## src/rtl/enigma_pkg.sv

```systemverilog
// Shared constants, FSM state type and mod-26 helpers for the rotor datapath.
package enigma_pkg;

    localparam logic [5:0] ALPHA_N  = 6'd26;
    localparam logic [7:0] ASCII_A  = 8'd65;
    localparam int         WIRING_W = 208;

    typedef enum logic [1:0] {
        ST_IDLE = 2'd0,
        ST_CALC = 2'd1,
        ST_DONE = 2'd2
    } rotor_state_e;

    // (a + b) mod 26 for operands already in 0..25.
    function automatic logic [4:0] add26(input logic [4:0] a, input logic [4:0] b);
        logic [5:0] s;
        s = {1'b0, a} + {1'b0, b};
        if (s >= ALPHA_N) s = s - ALPHA_N;
        return s[4:0];
    endfunction

    // (a - b) mod 26, biased by +26 so no intermediate goes negative.
    function automatic logic [4:0] sub26(input logic [4:0] a, input logic [4:0] b);
        logic [5:0] s;
        s = {1'b0, a} + ALPHA_N - {1'b0, b};
        if (s >= ALPHA_N) s = s - ALPHA_N;
        return s[4:0];
    endfunction

    function automatic logic is_letter(input logic [7:0] c);
        return (c >= ASCII_A) && (c <= 8'd90);
    endfunction

    // ASCII letter to 0..25; anything else maps to 0.
    function automatic logic [4:0] to_idx(input logic [7:0] c);
        logic [7:0] t;
        t = c - ASCII_A;
        return is_letter(c) ? t[4:0] : 5'd0;
    endfunction

    function automatic logic [7:0] to_ascii(input logic [4:0] i);
        return {3'b000, i} + ASCII_A;
    endfunction

    // Reduce an arbitrary byte into 0..25 (only matters for non-letter wiring).
    function automatic logic [4:0] mod26_byte(input logic [7:0] c);
        logic [7:0] r;
        r = c % 8'd26;
        return r[4:0];
    endfunction

endpackage

```

## src/rtl/rotor_map.sv

```systemverilog
// Combinational rotor lookup: forward substitution or inverse search through
// the wiring table, both relative to the effective rotor position.
module rotor_map
    import enigma_pkg::*;
(
    input  logic [WIRING_W-1:0] wiring,
    input  logic [7:0]          din,
    input  logic [4:0]          pos,
    input  logic                rev,
    output logic [7:0]          dout
);

    logic [4:0] offset;
    logic [7:0] fwd_byte;
    logic       match;
    logic [4:0] match_idx;

    // Non-letters pass straight through; letters are shifted by the position,
    // substituted (or inverse-searched), then shifted back.
    always_comb begin
        dout      = din;
        offset    = 5'd0;
        fwd_byte  = 8'd0;
        match     = 1'b0;
        match_idx = 5'd0;
        if (is_letter(din)) begin
            offset = add26(to_idx(din), pos);
            if (!rev) begin
                for (int i = 0; i < 26; i++) begin
                    if (offset == 5'(i)) fwd_byte = wiring[WIRING_W-1-8*i -: 8];
                end
                dout = to_ascii(sub26(mod26_byte(fwd_byte - ASCII_A), pos));
            end else begin
                // Descending scan so the lowest matching index wins.
                for (int i = 25; i >= 0; i--) begin
                    if (wiring[WIRING_W-1-8*i -: 8] == to_ascii(offset)) begin
                        match     = 1'b1;
                        match_idx = 5'(i);
                    end
                end
                dout = match ? to_ascii(sub26(match_idx, pos)) : din;
            end
        end
    end

endmodule

```

## src/rtl/rotor_stage.sv

```systemverilog
// One Enigma-style rotor stage: position counter with notch carry, wiring
// storage, and a three-state IDLE/CALC/DONE character pipeline.
// Optional ring setting: define ROTOR_RING_EN to add the ring_in port.
//
// Handshake: valid is sampled only in IDLE; the character is mapped with the
// values in force at the accepting edge, and done pulses for exactly one cycle
// (the DONE state) with dout valid; nothing is queued while busy.
module rotor_stage
    import enigma_pkg::*;
(
    input  logic                clk,
    input  logic                reset_n,
    input  logic                set,
    input  logic [WIRING_W-1:0] idx_in,
    input  logic [7:0]          pos_in,
    input  logic [7:0]          notch_in,
    input  logic                step_in,
    input  logic                valid,
    input  logic [7:0]          din,
    input  logic                rev,
`ifdef ROTOR_RING_EN
    input  logic [7:0]          ring_in,
`endif
    output logic [7:0]          dout,
    output logic                done,
    output logic                step_out,
    output logic [7:0]          pos_out
);

    rotor_state_e          state_q, state_d;
    logic [WIRING_W-1:0]   wiring_q, wiring_d;
    logic [4:0]            p_q, p_d;
    logic [7:0]            notch_q, notch_d;
    logic [4:0]            ring_d;
    logic [7:0]            res_q, res_d;
    logic [7:0]            dout_q, dout_d;
    logic                  done_q, done_d;
    logic                  step_out_q, step_out_d;
    logic [4:0]            eff_pos;
    logic [7:0]            map_dout;

`ifdef ROTOR_RING_EN
    logic [4:0]            ring_q;

    // Ring setting follows set; it only shifts the effective position.
    always_comb begin
        ring_d = ring_q;
        if (set) ring_d = to_idx(ring_in);
    end

    // Ring register.
    always_ff @(posedge clk or negedge reset_n) begin
        if (!reset_n) ring_q <= 5'd0;
        else          ring_q <= ring_d;
    end
`else
    assign ring_d = 5'd0;
`endif

    // Configuration load and position stepping; set overrides a same-cycle step.
    always_comb begin
        wiring_d   = wiring_q;
        p_d        = p_q;
        notch_d    = notch_q;
        step_out_d = 1'b0;
        if (set) begin
            wiring_d = idx_in;
            p_d      = to_idx(pos_in);
            notch_d  = notch_in;
        end else if (step_in) begin
            p_d        = add26(p_q, 5'd1);
            step_out_d = (to_ascii(p_q) == notch_q);
        end
    end

    // The character is mapped with next-cycle values, so a same-edge step
    // (or set) is already applied; the result is frozen until DONE.
    assign eff_pos = sub26(p_d, ring_d);

    rotor_map u_map (
        .wiring (wiring_d),
        .din    (din),
        .pos    (eff_pos),
        .rev    (rev),
        .dout   (map_dout)
    );

    // Next-state and output logic for the character pipeline.
    always_comb begin
        state_d = state_q;
        res_d   = res_q;
        dout_d  = 8'd0;
        done_d  = 1'b0;
        case (state_q)
            ST_IDLE: begin
                if (valid) begin
                    state_d = ST_CALC;
                    res_d   = map_dout;
                end
            end
            ST_CALC: begin
                state_d = ST_DONE;
                dout_d  = res_q;
                done_d  = 1'b1;
            end
            ST_DONE: begin
                state_d = ST_IDLE;
            end
            default: begin
                state_d = ST_IDLE;
            end
        endcase
    end

    // State and datapath registers.
    always_ff @(posedge clk or negedge reset_n) begin
        if (!reset_n) begin
            state_q    <= ST_IDLE;
            wiring_q   <= '0;
            p_q        <= 5'd0;
            notch_q    <= 8'd0;
            res_q      <= 8'd0;
            dout_q     <= 8'd0;
            done_q     <= 1'b0;
            step_out_q <= 1'b0;
        end else begin
            state_q    <= state_d;
            wiring_q   <= wiring_d;
            p_q        <= p_d;
            notch_q    <= notch_d;
            res_q      <= res_d;
            dout_q     <= dout_d;
            done_q     <= done_d;
            step_out_q <= step_out_d;
        end
    end

    assign dout     = dout_q;
    assign done     = done_q;
    assign step_out = step_out_q;
    assign pos_out  = to_ascii(p_q);

endmodule

```

## config.mk

```make
export PLATFORM = sky130hd
export DESIGN_NAME = rotor_stage
export DESIGN_NICKNAME = d
export VERILOG_FILES = /design/src/rtl/enigma_pkg.sv /design/src/rtl/rotor_map.sv /design/src/rtl/rotor_stage.sv
export SDC_FILE = /design/constraint.sdc
export NUM_CORES = 1
export LEC_CHECK = 0
export CORE_MARGIN = 2
export CORE_UTILIZATION = 60
export DETAILED_ROUTE_END_ITERATION = 8
export PLACE_DENSITY = 0.93
export SETUP_SLACK_MARGIN = 0.02
export SYNTH_ARGS = -nofsm -noshare
export SYNTH_HDL_FRONTEND = slang
export SYNTH_HIERARCHICAL = 1
export SYNTH_SLANG_ARGS = --single-unit
```

## constraint.sdc

```tcl
create_clock -name clk -period 17.8 [get_ports clk]
set_input_delay 4.45 -clock clk [delete_from_list [all_inputs] [get_ports clk]]
set_output_delay 4.45 -clock clk [all_outputs]
set_load 0.03 [all_outputs]
```

==> results.json, run 1 <==
{
  "syn_to_final_growth_pct": 21.5,
  "layout_min_cycle_time_ns": 16.70,
  "num_io_pins": 256,
  "die_x_um": 172,
  "drive_gt1_frac": 0.182,
  "worstMarginPinSlew_ns": 1.36,
  "routed_wirelength_mm": 57.1,
  "port_buffers": 253,
  "cts_tree": "built",
  "core_um2": 27900,
  "routedWlPerCell_um": 24.4,
  "max_freq_mhz": 59.9,
  "start_util": 0.611,
  "grt_pass1_vias": 15500,
  "avgSynthCellArea_um2": 9.79,
  "antenna_found_initial": 1,
  "crit_type": "input pin to flip-flop",
  "dpl-instance-area_um2": 19800,
  "dp_hpwl_mm": 42.3,
  "drt_first_pass_iters": 7,
  "clkTransAtPathRegs_ns": 0.06,
  "rsz0062_at_grt": "false",
  "crit_path_top_delay_cell": "clkdlybuf4s50_1",
  "synth_ff_type": "dfrtp_1",
  "layout_commonest_cell": "clkdlybuf4s50_1",
  "cp_max_fo": 18,
  "fillCellCount": 1870,
  "clockBufferDepth": 3,
  "cts-root-buf": "clkbuf_16",
  "htreeDepth": 1,
  "grt_overflow": 0,
  "synth_area_um2": 17000,
  "drt_iter0_drc": 2201,
  "period_share": 0.938,
  "yosysSeqAreaShare": 0.354,
  "synth_async_sr_flop_share": 1.00,
  "cts_setup_buffers": 0,
  "insertion_delay_ns": 0.56,
  "relSlewSlack": 0.0901,
  "synth_nets": 2027,
  "grt_pass1_wl_mm": 86.7,
  "max-cap-violations": 0,
  "slew_viol_final": 0,
  "synth.distinct_cells": 106,
  "cp-start-kind": "input pin",
  "mostFrequentLayoutCells": "clkdlybuf4s50_1 (251), dfrtp_1 (241), mux2_2 (226)",
  "place_congestion": 1.02,
  "cp.required_ns": 18.23,
  "grt_max_degree": 92,
  "row_count": 61,
  "cp_slowest_stage_delay_ns": 0.55,
  "hold_violations": 0,
  "drc": 0,
  "status": "finished clean",
  "synth_edf_count": 0,
  "vias_per_cell": 6.61,
  "fin_setup_tns_ns": 0,
  "numCtsBuffers": 25,
  "hold_buffers": 0,
  "setup_viol": 0,
  "ys_ff_latch": 241,
  "die_h_um": 172,
  "finalClockSkew_ns": 0.0187,
  "finalInstanceArea_um2": 20700,
  "hp-class": "flip-flop to flip-flop",
  "holdWs_ns": 0.454,
  "clock_sinks": 241,
  "nets": 2234,
  "grt_util_all_layers": 0.379,
  "netlist_instances": 1738,
  "critPathArrivalTime_ns": 17.12,
  "die_area_um2": 29700,
  "post_cts_resize_count": 0,
  "yosys_warnings": 6,
  "end_kind": "flip-flop",
  "drtAntennaViolNets": 0,
  "num_vias": 15500
}
-- area by class of cell --
| cell class | instances | area, um2 | share of cell area |
|---|---|---|---|
| Tap cell | 378 | 473 | 0.0229 |
| Inverter | 57 | 214 | 0.0103 |
| Clock inverter | 10 | 126 | 0.00611 |
| Multi-Input combinational cell | 1333 | 10300 | 0.500 |
| Clock buffer | 35 | 703 | 0.0340 |
| Timing Repair Buffer | 287 | 2800 | 0.135 |
| Antenna cell | 1 | 2.50 | 0.000121 |
| Sequential cell | 241 | 6030 | 0.292 |
-- critical path: cells and delay by family --
| kind | cells | cell delay [ns] |
|---|---|---|
| mux | 1 | 0.26 |
| buf+inv | 8 | 1.57 |
| compound gates | 22 | 5.54 |
| simple gates | 9 | 2.14 |
| fa+ha+maj | 8 | 2.34 |
| xor+xnor | 4 | 0.79 |
-- stage by stage --
step | cells | setup slack (ns) | utilization
CTS | 2341 | 1.07 | 0.742
floorplan | 1738 | 2.63 | -
global route | 2342 | 0.0898 | 0.742
detailed placement | 2296 | 0.559 | 0.712
global placement | 2296 | 1.14 | 0.712
finish | 2342 | 1.10 | 0.742
-- synth_stat cells (5+ instances only) --
cell type | instances | area [um2]
and3_1 | 16 | 100
o211ai_1 | 9 | 67.6
nand2b_1 | 14 | 87.6
a21oi_1 | 106 | 531
nand3_1 | 51 | 255
a22oi_1 | 6 | 45.0
or3_1 | 12 | 75.1
o31a_1 | 7 | 61.3
buf_2 | 18 | 90.1
ha_1 | 48 | 601
nor3_1 | 53 | 265
a21o_1 | 11 | 82.6
nor2_1 | 92 | 345
o311a_1 | 5 | 50.1
nand3b_1 | 17 | 128
a21boi_0 | 5 | 37.5
a31oi_1 | 16 | 100
dfrtp_1 | 241 | 6030
buf_4 | 7 | 52.6
o221ai_1 | 9 | 78.8
nor3b_1 | 20 | 150
clkbuf_1 | 74 | 278
or2_2 | 6 | 37.5
nor4_1 | 24 | 150
nor2b_1 | 7 | 43.8
inv_1 | 54 | 203
xnor2_1 | 89 | 780
mux2_2 | 226 | 2540
o22a_1 | 6 | 52.6
o2111ai_1 | 7 | 61.3
o21a_1 | 9 | 67.6
and2_1 | 12 | 75.1
o21bai_1 | 6 | 45.0
a211oi_1 | 12 | 90.1
a32oi_1 | 8 | 70.1
mux2i_1 | 9 | 90.1
nand2_1 | 94 | 353
xor2_1 | 105 | 920
nand4_1 | 27 | 169
o22ai_1 | 15 | 93.8
o21ai_0 | 46 | 230
o31ai_1 | 12 | 90.1
-- state kept, by name, summed over array words and instances (netlist names) --
name      cells
wiring_q    208
p_q           5
res_q         8
step_out      1
done          1
dout          8
state_q       2
notch_q       8
-- worst paths after layout --
check | start | slack, ns | end | depth (start not counted)
setup reg to reg | p_q[0]$_DFF_PN0_ | 4.61 | res_q[4]$_DFFE_PN0P_ | 51
min in group asynchronous | reset_n | 3.90 | wiring_q[92]$_DFF_PN0_ | 1
hold reg to reg | state_q[1]$_DFFE_PN0P_ | 0.45 | state_q[1]$_DFFE_PN0P_ | 1
max in group asynchronous | reset_n | 12.45 | dout[3]$_DFF_PN0_ | 2
hold / removal | state_q[1]$_DFFE_PN0P_ | 0.45 | state_q[1]$_DFFE_PN0P_ | 1
setup / recovery | pos_in[1] | 1.10 | res_q[4]$_DFFE_PN0P_ | 52
-- cells by family (layout without fill, tap and decap cells) --
logic type,count (synthesis),in the layout,synth area share
flip-flops,241,241,0.354
other,2,3,0.000441
AO/OA/AOI/OAI,366,366,0.153
buffers and inverters,164,389,0.0404
multiplexers,235,235,0.155
XOR/XNOR,202,202,0.109
AND/OR/NAND/NOR,477,477,0.149
adder cells (fa/ha/maj),51,51,0.0388
-- per-layer routing --
metal,vias to the layer above,track usage,share of wire
met5,-,0,0
li1,6720,-,-
met3,267,0.0728,0.10
met2,1071,0.618,0.46
met4,0,0.167,0.049
met1,7422,0.493,0.39
Power of run 1 is left out: the tool's default activity adds up to more than one toggle a clock period on the data nets, which glitch-free logic cannot reach.
==> inputs of run 2 (changes only) <==
- HOLD_SLACK_MARGIN: default -> 0.03
==> results of run 2 <==
Same layout as run 1: the final DEF is identical, and so are final timing and power.
Power of run 2 is left out for the same reason.
